$ cat src/rtl/fp32_pkg.sv
// Shared IEEE-754 single-precision definitions for the FP add/sub datapaths.
// Field geometry, the canonical NaN output, flag bit positions and operand classes.
package fp32_pkg;

    localparam int EXP_W = 8;
    localparam int MAN_W = 23;
    localparam int BIAS  = 127;

    localparam logic [31:0] QNAN_OUT = 32'hFFFF_FFFF;

    localparam int FLAG_INVALID   = 3;
    localparam int FLAG_OVERFLOW  = 2;
    localparam int FLAG_UNDERFLOW = 1;
    localparam int FLAG_INEXACT   = 0;

    typedef enum logic [1:0] {
        ZERO = 2'd0,
        NORM = 2'd1,
        INF  = 2'd2,
        NAN  = 2'd3
    } fp_class_e;

    // Denormals land in ZERO because they are flushed on input.
    function automatic fp_class_e fp_classify(input logic [31:0] w);
        fp_class_e c;
        case (w[30:23])
            8'h00:   c = ZERO;
            8'hFF:   c = (w[22:0] == 23'd0) ? INF : NAN;
            default: c = NORM;
        endcase
        return c;
    endfunction

endpackage

$ cat src/rtl/fp32_lzc.sv
// Combinational 28-bit leading-zero counter; returns 28 for an all-zero input.
module fp32_lzc (
    input  logic [27:0] value,
    output logic [4:0]  count
);

    // Scan from LSB upward so the highest set bit is the last one to write the count.
    always_comb begin
        count = 5'd28;
        for (int i = 0; i < 28; i++) begin
            count = value[i] ? 5'(27 - i) : count;
        end
    end

endmodule

$ cat src/rtl/single_precision_subtractor_pipe.sv
// Three-stage pipelined IEEE-754 single subtractor (operand1 - operand2) with
// valid/ready flow control; the whole pipe freezes while the output is stalled.
module single_precision_subtractor_pipe
    import fp32_pkg::*;
#(
    parameter int FLUSH_DENORM = 1
) (
    input  logic        clk,
    input  logic        rst,
    input  logic        in_valid,
    output logic        in_ready,
    input  logic [31:0] operand1,
    input  logic [31:0] operand2,
    output logic        out_valid,
    input  logic        out_ready,
    output logic [31:0] Result,
    output logic [3:0]  flags
);

    logic        advance;
    logic        s1_valid, s2_valid;

    // Stage 1 combinational unpack/align
    logic [31:0] b_word;
    fp_class_e   cls1, cls2;
    logic [30:0] mag1, mag2, mag_a, mag_b;
    logic        swap, sign_a, sign_b, eff_sub, is_nan, is_inf;
    logic [23:0] sig_a, sig_b;
    logic [7:0]  exp_diff;
    logic [53:0] shift_ext;
    logic [26:0] sig_b_al;

    // Stage registers
    logic        s1_sign, s1_sub, s1_nan, s1_inf;
    logic [7:0]  s1_exp;
    logic [26:0] s1_sig_a, s1_sig_b;
    logic        s2_sign, s2_sub, s2_nan, s2_inf;
    logic [7:0]  s2_exp;
    logic [27:0] s2_sum;

    // Stage 3 combinational normalize/round/pack
    logic [4:0]  lz;
    logic [26:0] norm_m;
    logic [9:0]  norm_e, exp_r;
    logic        round_up, inexact;
    logic [23:0] rnd;
    logic [31:0] res_s;
    logic [3:0]  flg_s;

    assign in_ready = !(out_valid && !out_ready);
    assign advance  = in_ready;

    // Classify, order by magnitude and align the smaller significand.
    always_comb begin
        b_word   = {~operand2[31], operand2[30:0]};
        cls1     = fp_classify(operand1);
        cls2     = fp_classify(b_word);
        mag1     = (cls1 == ZERO && FLUSH_DENORM == 1) ? 31'd0 : operand1[30:0];
        mag2     = (cls2 == ZERO && FLUSH_DENORM == 1) ? 31'd0 : b_word[30:0];
        swap     = (mag2 > mag1);
        mag_a    = swap ? mag2 : mag1;
        mag_b    = swap ? mag1 : mag2;
        sign_a   = swap ? b_word[31] : operand1[31];
        sign_b   = swap ? operand1[31] : b_word[31];
        eff_sub  = (sign_a != sign_b);
        sig_a    = (mag_a[30:23] == 8'd0) ? 24'd0 : {1'b1, mag_a[22:0]};
        sig_b    = (mag_b[30:23] == 8'd0) ? 24'd0 : {1'b1, mag_b[22:0]};
        exp_diff = mag_a[30:23] - mag_b[30:23];
        is_nan   = (cls1 == NAN) || (cls2 == NAN) || (cls1 == INF && cls2 == INF && eff_sub);
        is_inf   = (cls1 == INF) || (cls2 == INF);
        shift_ext = {sig_b, 3'b000, 27'd0} >> exp_diff;
        if (exp_diff >= 8'd26) begin
            sig_b_al = {26'd0, |sig_b};
        end else begin
            sig_b_al = {shift_ext[53:28], shift_ext[27] | (|shift_ext[26:0])};
        end
    end

    // Pipeline valid bits and the output stage; all advance together or hold.
    always_ff @(posedge clk or posedge rst) begin
        if (rst) begin
            s1_valid  <= 1'b0;
            s2_valid  <= 1'b0;
            out_valid <= 1'b0;
            s1_sign   <= 1'b0;
            s1_sub    <= 1'b0;
            s1_nan    <= 1'b0;
            s1_inf    <= 1'b0;
            s1_exp    <= 8'd0;
            s1_sig_a  <= 27'd0;
            s1_sig_b  <= 27'd0;
            s2_sign   <= 1'b0;
            s2_sub    <= 1'b0;
            s2_nan    <= 1'b0;
            s2_inf    <= 1'b0;
            s2_exp    <= 8'd0;
            s2_sum    <= 28'd0;
            Result    <= 32'd0;
            flags     <= 4'd0;
        end else if (advance) begin
            s1_valid  <= in_valid;
            s2_valid  <= s1_valid;
            out_valid <= s2_valid;
            s1_sign   <= sign_a;
            s1_sub    <= eff_sub;
            s1_nan    <= is_nan;
            s1_inf    <= is_inf;
            s1_exp    <= mag_a[30:23];
            s1_sig_a  <= {sig_a, 3'b000};
            s1_sig_b  <= sig_b_al;
            s2_sign   <= s1_sign;
            s2_sub    <= s1_sub;
            s2_nan    <= s1_nan;
            s2_inf    <= s1_inf;
            s2_exp    <= s1_exp;
            s2_sum    <= s1_sub ? ({1'b0, s1_sig_a} - {1'b0, s1_sig_b})
                                : ({1'b0, s1_sig_a} + {1'b0, s1_sig_b});
            Result    <= res_s;
            flags     <= flg_s;
        end else begin
            s1_valid  <= s1_valid;
            s2_valid  <= s2_valid;
            out_valid <= out_valid;
        end
    end

    // Forcing bit 0 high caps the count at 27, which is the all-zero sum case.
    fp32_lzc u_lzc (
        .value ({s2_sum[26:0], 1'b1}),
        .count (lz)
    );

    // Normalize, round to nearest even and resolve specials into the packed result.
    always_comb begin
        if (s2_sum[27]) begin
            norm_m = {s2_sum[27:2], s2_sum[1] | s2_sum[0]};
            norm_e = {2'b00, s2_exp} + 10'd1;
        end else begin
            norm_m = s2_sum[26:0] << lz;
            norm_e = {2'b00, s2_exp} - {5'd0, lz};
        end
        inexact  = |norm_m[2:0];
        round_up = norm_m[2] & (norm_m[1] | norm_m[0] | norm_m[3]);
        rnd      = {1'b0, norm_m[25:3]} + {23'd0, round_up};
        exp_r    = norm_e + {9'd0, rnd[23]};
        flg_s    = 4'b0000;
        if (s2_nan) begin
            res_s = QNAN_OUT;
            flg_s[FLAG_INVALID] = 1'b1;
        end else if (s2_inf) begin
            res_s = {s2_sign, 8'hFF, 23'd0};
        end else if (!norm_m[26]) begin
            // Only an exact cancellation or two zeros reach here.
            res_s = {s2_sub ? 1'b0 : s2_sign, 31'd0};
        end else if (norm_e[9] || norm_e == 10'd0) begin
            res_s = {s2_sign, 31'd0};
            flg_s[FLAG_UNDERFLOW] = 1'b1;
            flg_s[FLAG_INEXACT]   = 1'b1;
        end else if (exp_r >= 10'd255) begin
            res_s = {s2_sign, 8'hFF, 23'd0};
            flg_s[FLAG_OVERFLOW] = 1'b1;
            flg_s[FLAG_INEXACT]  = 1'b1;
        end else begin
            res_s = {s2_sign, exp_r[7:0], rnd[22:0]};
            flg_s[FLAG_INEXACT] = inexact;
        end
    end

endmodule

$ cat config.mk
export PLATFORM = sky130hd
export DESIGN_NAME = single_precision_subtractor_pipe
export DESIGN_NICKNAME = d
export VERILOG_FILES = /design/src/rtl/fp32_pkg.sv /design/src/rtl/fp32_lzc.sv /design/src/rtl/single_precision_subtractor_pipe.sv
export SDC_FILE = /design/constraint.sdc
export NUM_CORES = 1
export LEC_CHECK = 0
export BUFFER_PORTS_ARGS = -buffer_cell sky130_fd_sc_hd__buf_2
export CAP_MARGIN = 30
export CORE_MARGIN = 2
export CORE_UTILIZATION = 60
export DETAILED_ROUTE_END_ITERATION = 7
export PLACE_DENSITY_LB_ADDON = 0.2
export SETUP_SLACK_MARGIN = 0.3
export SYNTH_ARGS = -nofsm -noshare
export SYNTH_HDL_FRONTEND = slang
export SYNTH_SLANG_ARGS = --single-unit
$ cat constraint.sdc
create_clock -name clk -period 6.75 [get_ports clk]
set_clock_uncertainty 0.1 [all_clocks]
set_input_delay 1.35 -clock clk [delete_from_list [all_inputs] [get_ports clk]]
set_output_delay 1.35 -clock clk [all_outputs]
set_load 0.03 [all_outputs]
==> impl_metrics.sql <==
INSERT INTO impl_metrics (metric_group, metric, value, unit) VALUES
('cts', 'tritoncts_clock_tree', 'done', ''),
('yosys', 'simple_gate_share_of_the_synthesized_area', '0.230', ''),
('yosys', 'combinational_family_with_the_most_area_after_synthesis', 'compound AO/OA/AOI/OAI gates', ''),
('sta', 'finalHoldWorstSlack', '375', 'ps'),
('run_status', 'status', 'completed', ''),
('pwr', 'worst_ir_drop_vdd', '0.257', 'mV'),
('final_layout', 'utilization', '0.708', ''),
('yosys', 'synthesis.nets', '2157', ''),
('die', 'num_rows', '58', ''),
('worst_setup_path', 'cp.required', '6940', 'ps'),
('die', 'boundaryPins', '106', ''),
('yosys', 'top_reg_cell_synth', 'sky130_fd_sc_hd__dfrtp_1', ''),
('cts', 'cts_made_buffers', '17', ''),
('sta', 'grt_setup_unrepaired', 'true', ''),
('worst_setup_path', 'kind_of_end_point_of_the_critical_path', 'flip-flop', ''),
('yosys', 'sequential_area_share_after_synthesis', '0.233', ''),
('run', 'max_cap_viol_count', '0', ''),
('yosys', 'top_area_cells_in_the_synthesized_netlist', 'sky130_fd_sc_hd__dfrtp_1 (23%), sky130_fd_sc_hd__ha_1 (7.4%), sky130_fd_sc_hd__nand2_1 (6.2%)', ''),
('yosys', 'postSynthAreaPerCell', '7.63', 'um2'),
('route', 'detail_route.iter0.violations', '2399', ''),
('die', 'die_width', '163', 'um'),
('yosys', 'synth_area_leader_cell', 'sky130_fd_sc_hd__dfrtp_1', ''),
('hold_path', 'min-delay-path-class', 'flip-flop to flip-flop', ''),
('worst_setup_path', 'crit_path_max_fanout', '11', ''),
('sta', 'final.setup.worst_slack', '342', 'ps'),
('final_layout', 'nNetsFinal', '2278', ''),
('pwr', 'power_leakage', '7.68', 'nW'),
('worst_setup_path', 'cp-start-kind', 'flip-flop', ''),
('sta', 'tightestPinTransition', '993', 'ps'),
('yosys', 'multiplexer_share_of_the_synthesized_area', '0.0728', ''),
('cts', 'cts.clk_slew.worst_paths', '80', 'ps'),
('grt', 'grt_pass1_wl', '87300', 'um'),
('place', 'finalWeightedCongestion', '1.03', ''),
('route', 'routed_via_density', '6.90', ''),
('sta', 'finalWorstPathRequiredPeriod', '6410', 'ps'),
('route', 'dr.pass1.iters', '8', ''),
('route', 'detail_route.wirelength', '56600', 'um'),
('yosys', 'ys_types', '105', ''),
('yosys', 'post_synth_fa_ha_maj_area_fraction', '0.0765', ''),
('die', 'core_area', '25000', 'um2'),
('yosys', 'compound_cell_area_share_of_the_yosys_netlist', '0.288', ''),
('yosys', 'asyncSetResetFlopFracSynth', '1.00', ''),
('die', 'floorplan.initialDensity', '0.609', ''),
('sta', 'number_of_pins_with_negative_max_slew_slack_in_the_final_report', '0', ''),
('sta', 'final.period_utilization', '0.949', ''),
('sta', 'finalHoldViolations', '0', ''),
('yosys', 'syn_area', '15200', 'um2'),
('die', 'design.die.area', '26700', 'um2'),
('cts', 'cts_root_buffer', 'sky130_fd_sc_hd__clkbuf_16', ''),
('cts', 'htreeDepth', '4', ''),
('final_layout', 'area.growth.synth_to_final', '16.3', '%'),
('route', 'post_drt_wl_per_cell', '23.0', 'um'),
('worst_setup_path', 'crit_arrival', '6600', 'ps'),
('grt', 'grt_max_degree', '90', ''),
('yosys', 'yosysWarnings', '0', ''),
('route', 'via_count', '16994', ''),
('sta', 'maxSlewHeadroom', '0.321', ''),
('worst_setup_path', 'crit_path_top_delay_cell', 'sky130_fd_sc_hd__mux4_2', ''),
('cts', 'maximum_root_to_sink_buffer_count', '2', ''),
('grt', 'via_count_of_the_first_global_routing_pass', '15710', ''),
('grt', 'groute.usage.overall', '0.415', ''),
('worst_setup_path', 'cp_slowest_stage_delay', '550', 'ps'),
('yosys', 'ffs_latches_synth', '142', ''),
('cts', 'cts_hold_buf', '0', ''),
('pwr', 'power', '7.43', 'mW'),
('die', 'floorplan.die.height', '163', 'um'),
('route', 'antenna_left', '0', ''),
('grt', 'antenna_found_initial', '0', ''),
('final_layout', 'drive_gt1_frac', '0.203', ''),
('grt', 'global_route.overflow_total', '0', ''),
('route', 'drc', '0', '');
-- path summary, 6_finish.rpt --
| kind | from | end | slack (ps) | cells past startpoint |
|---|---|---|---|---|
| max in group asynchronous | rst | s1_nan | 4260 | 3 |
| hold reg to reg | flags[3] | flags[3] | 370 | 1 |
| hold / removal | flags[3] | flags[3] | 370 | 1 |
| min in group asynchronous | rst | s2_sum[7] | 910 | 2 |
| setup / recovery | s2_sum[7] | Result[21] | 340 | 27 |
| setup reg to reg | s2_sum[7] | Result[21] | 340 | 27 |
-- power by group --
part / switching [mW] / internal (mW)
combinational: 3.03 / 1.93
clock: 0.454 / 0.503
sequential: 0.358 / 1.15
-- placed cells by master, fill, tap and decap left out, drive strengths merged, types with 37 or more instances in the layout --
| cell | count |
|---|---|
| nand2 | 256 |
| nor2 | 150 |
| buf | 244 |
| a21oi | 135 |
| inv | 116 |
| mux2i | 61 |
| o21ai | 152 |
| nand3 | 64 |
| nor3 | 58 |
| xnor2 | 37 |
| dfrtp | 142 |
| ha | 90 |
-- worst max-delay path, delay by kind of cell (launching register included) --
| family | cells | cell delay [ps] |
|---|---|---|
| mux | 1 | 550 |
| compound gates | 11 | 2600 |
| simple gates | 11 | 1690 |
| flops | 1 | 500 |
| buf+inv | 2 | 410 |
| fa+ha+maj | 2 | 420 |
-- timing repair --
action                     4_1_cts  5_1_grt
pin swaps                        3       17
setup endpoints to repair       23       33
resized for setup               19       51
setup buffers                    6       22
cloned                           0        2
-- cells in the mapped netlist (37+ instances only) --
master and count:
sky130_fd_sc_hd__nand2_1 253, sky130_fd_sc_hd__nor2_1 146, sky130_fd_sc_hd__dfrtp_1 142, sky130_fd_sc_hd__o21ai_0 138, sky130_fd_sc_hd__a21oi_1 132, sky130_fd_sc_hd__clkbuf_1 107, sky130_fd_sc_hd__inv_1 101, sky130_fd_sc_hd__ha_1 90
sky130_fd_sc_hd__nand3_1 63, sky130_fd_sc_hd__mux2i_1 61, sky130_fd_sc_hd__nor3_1 55, sky130_fd_sc_hd__xnor2_1 37
-- routing by layer --
metal	vias up	global-route usage	part of all wire
met5	-	0	0
li1	7637	-	-
met4	0	0.163	0.045
met3	198	0.0871	0.10
met1	8076	0.560	0.41
met2	1083	0.650	0.44
-- layout make-up --
type	instances	area, um2
Fill cell	1997	7310
Antenna cell	1	2.50
Sequential cell	142	3570
Tap cell	330	413
Timing Repair Buffer	244	1630
Timing Repair inverter	2	10.0
Inverter	110	434
Clock inverter	14	138
Multi-Input combinational cell	1601	11100
Clock buffer	18	439
-- cells by family (layout without fill, tap and decap cells) --
family                   Yosys count  after routing
AND/OR/NAND/NOR                  719            719
AO/OA/AOI/OAI                    643            643
other                              0              1
multiplexers                      91             91
adder cells (fa/ha/maj)           92             92
flip-flops                       142            142
XOR/XNOR                          56             56
buffers and inverters            254            388
-- per-stage QoR --
stage	cell area [um2]	std cells
after global placement	16600	2399
after CTS	17300	2437
final	17700	2462
after detailed placement	16600	2399
after global routing	17700	2461
after floorplan	15500	1997
-- sequential cells by signal (all words and copies together), names as in the netlist, 4 cells and up --
register	flops
flags	4
s1_sig_a	24
s2_sum	28
s2_exp	8
Result	32
s1_sig_b	27
s1_exp	8
Power figures use the tool's default switching activity.
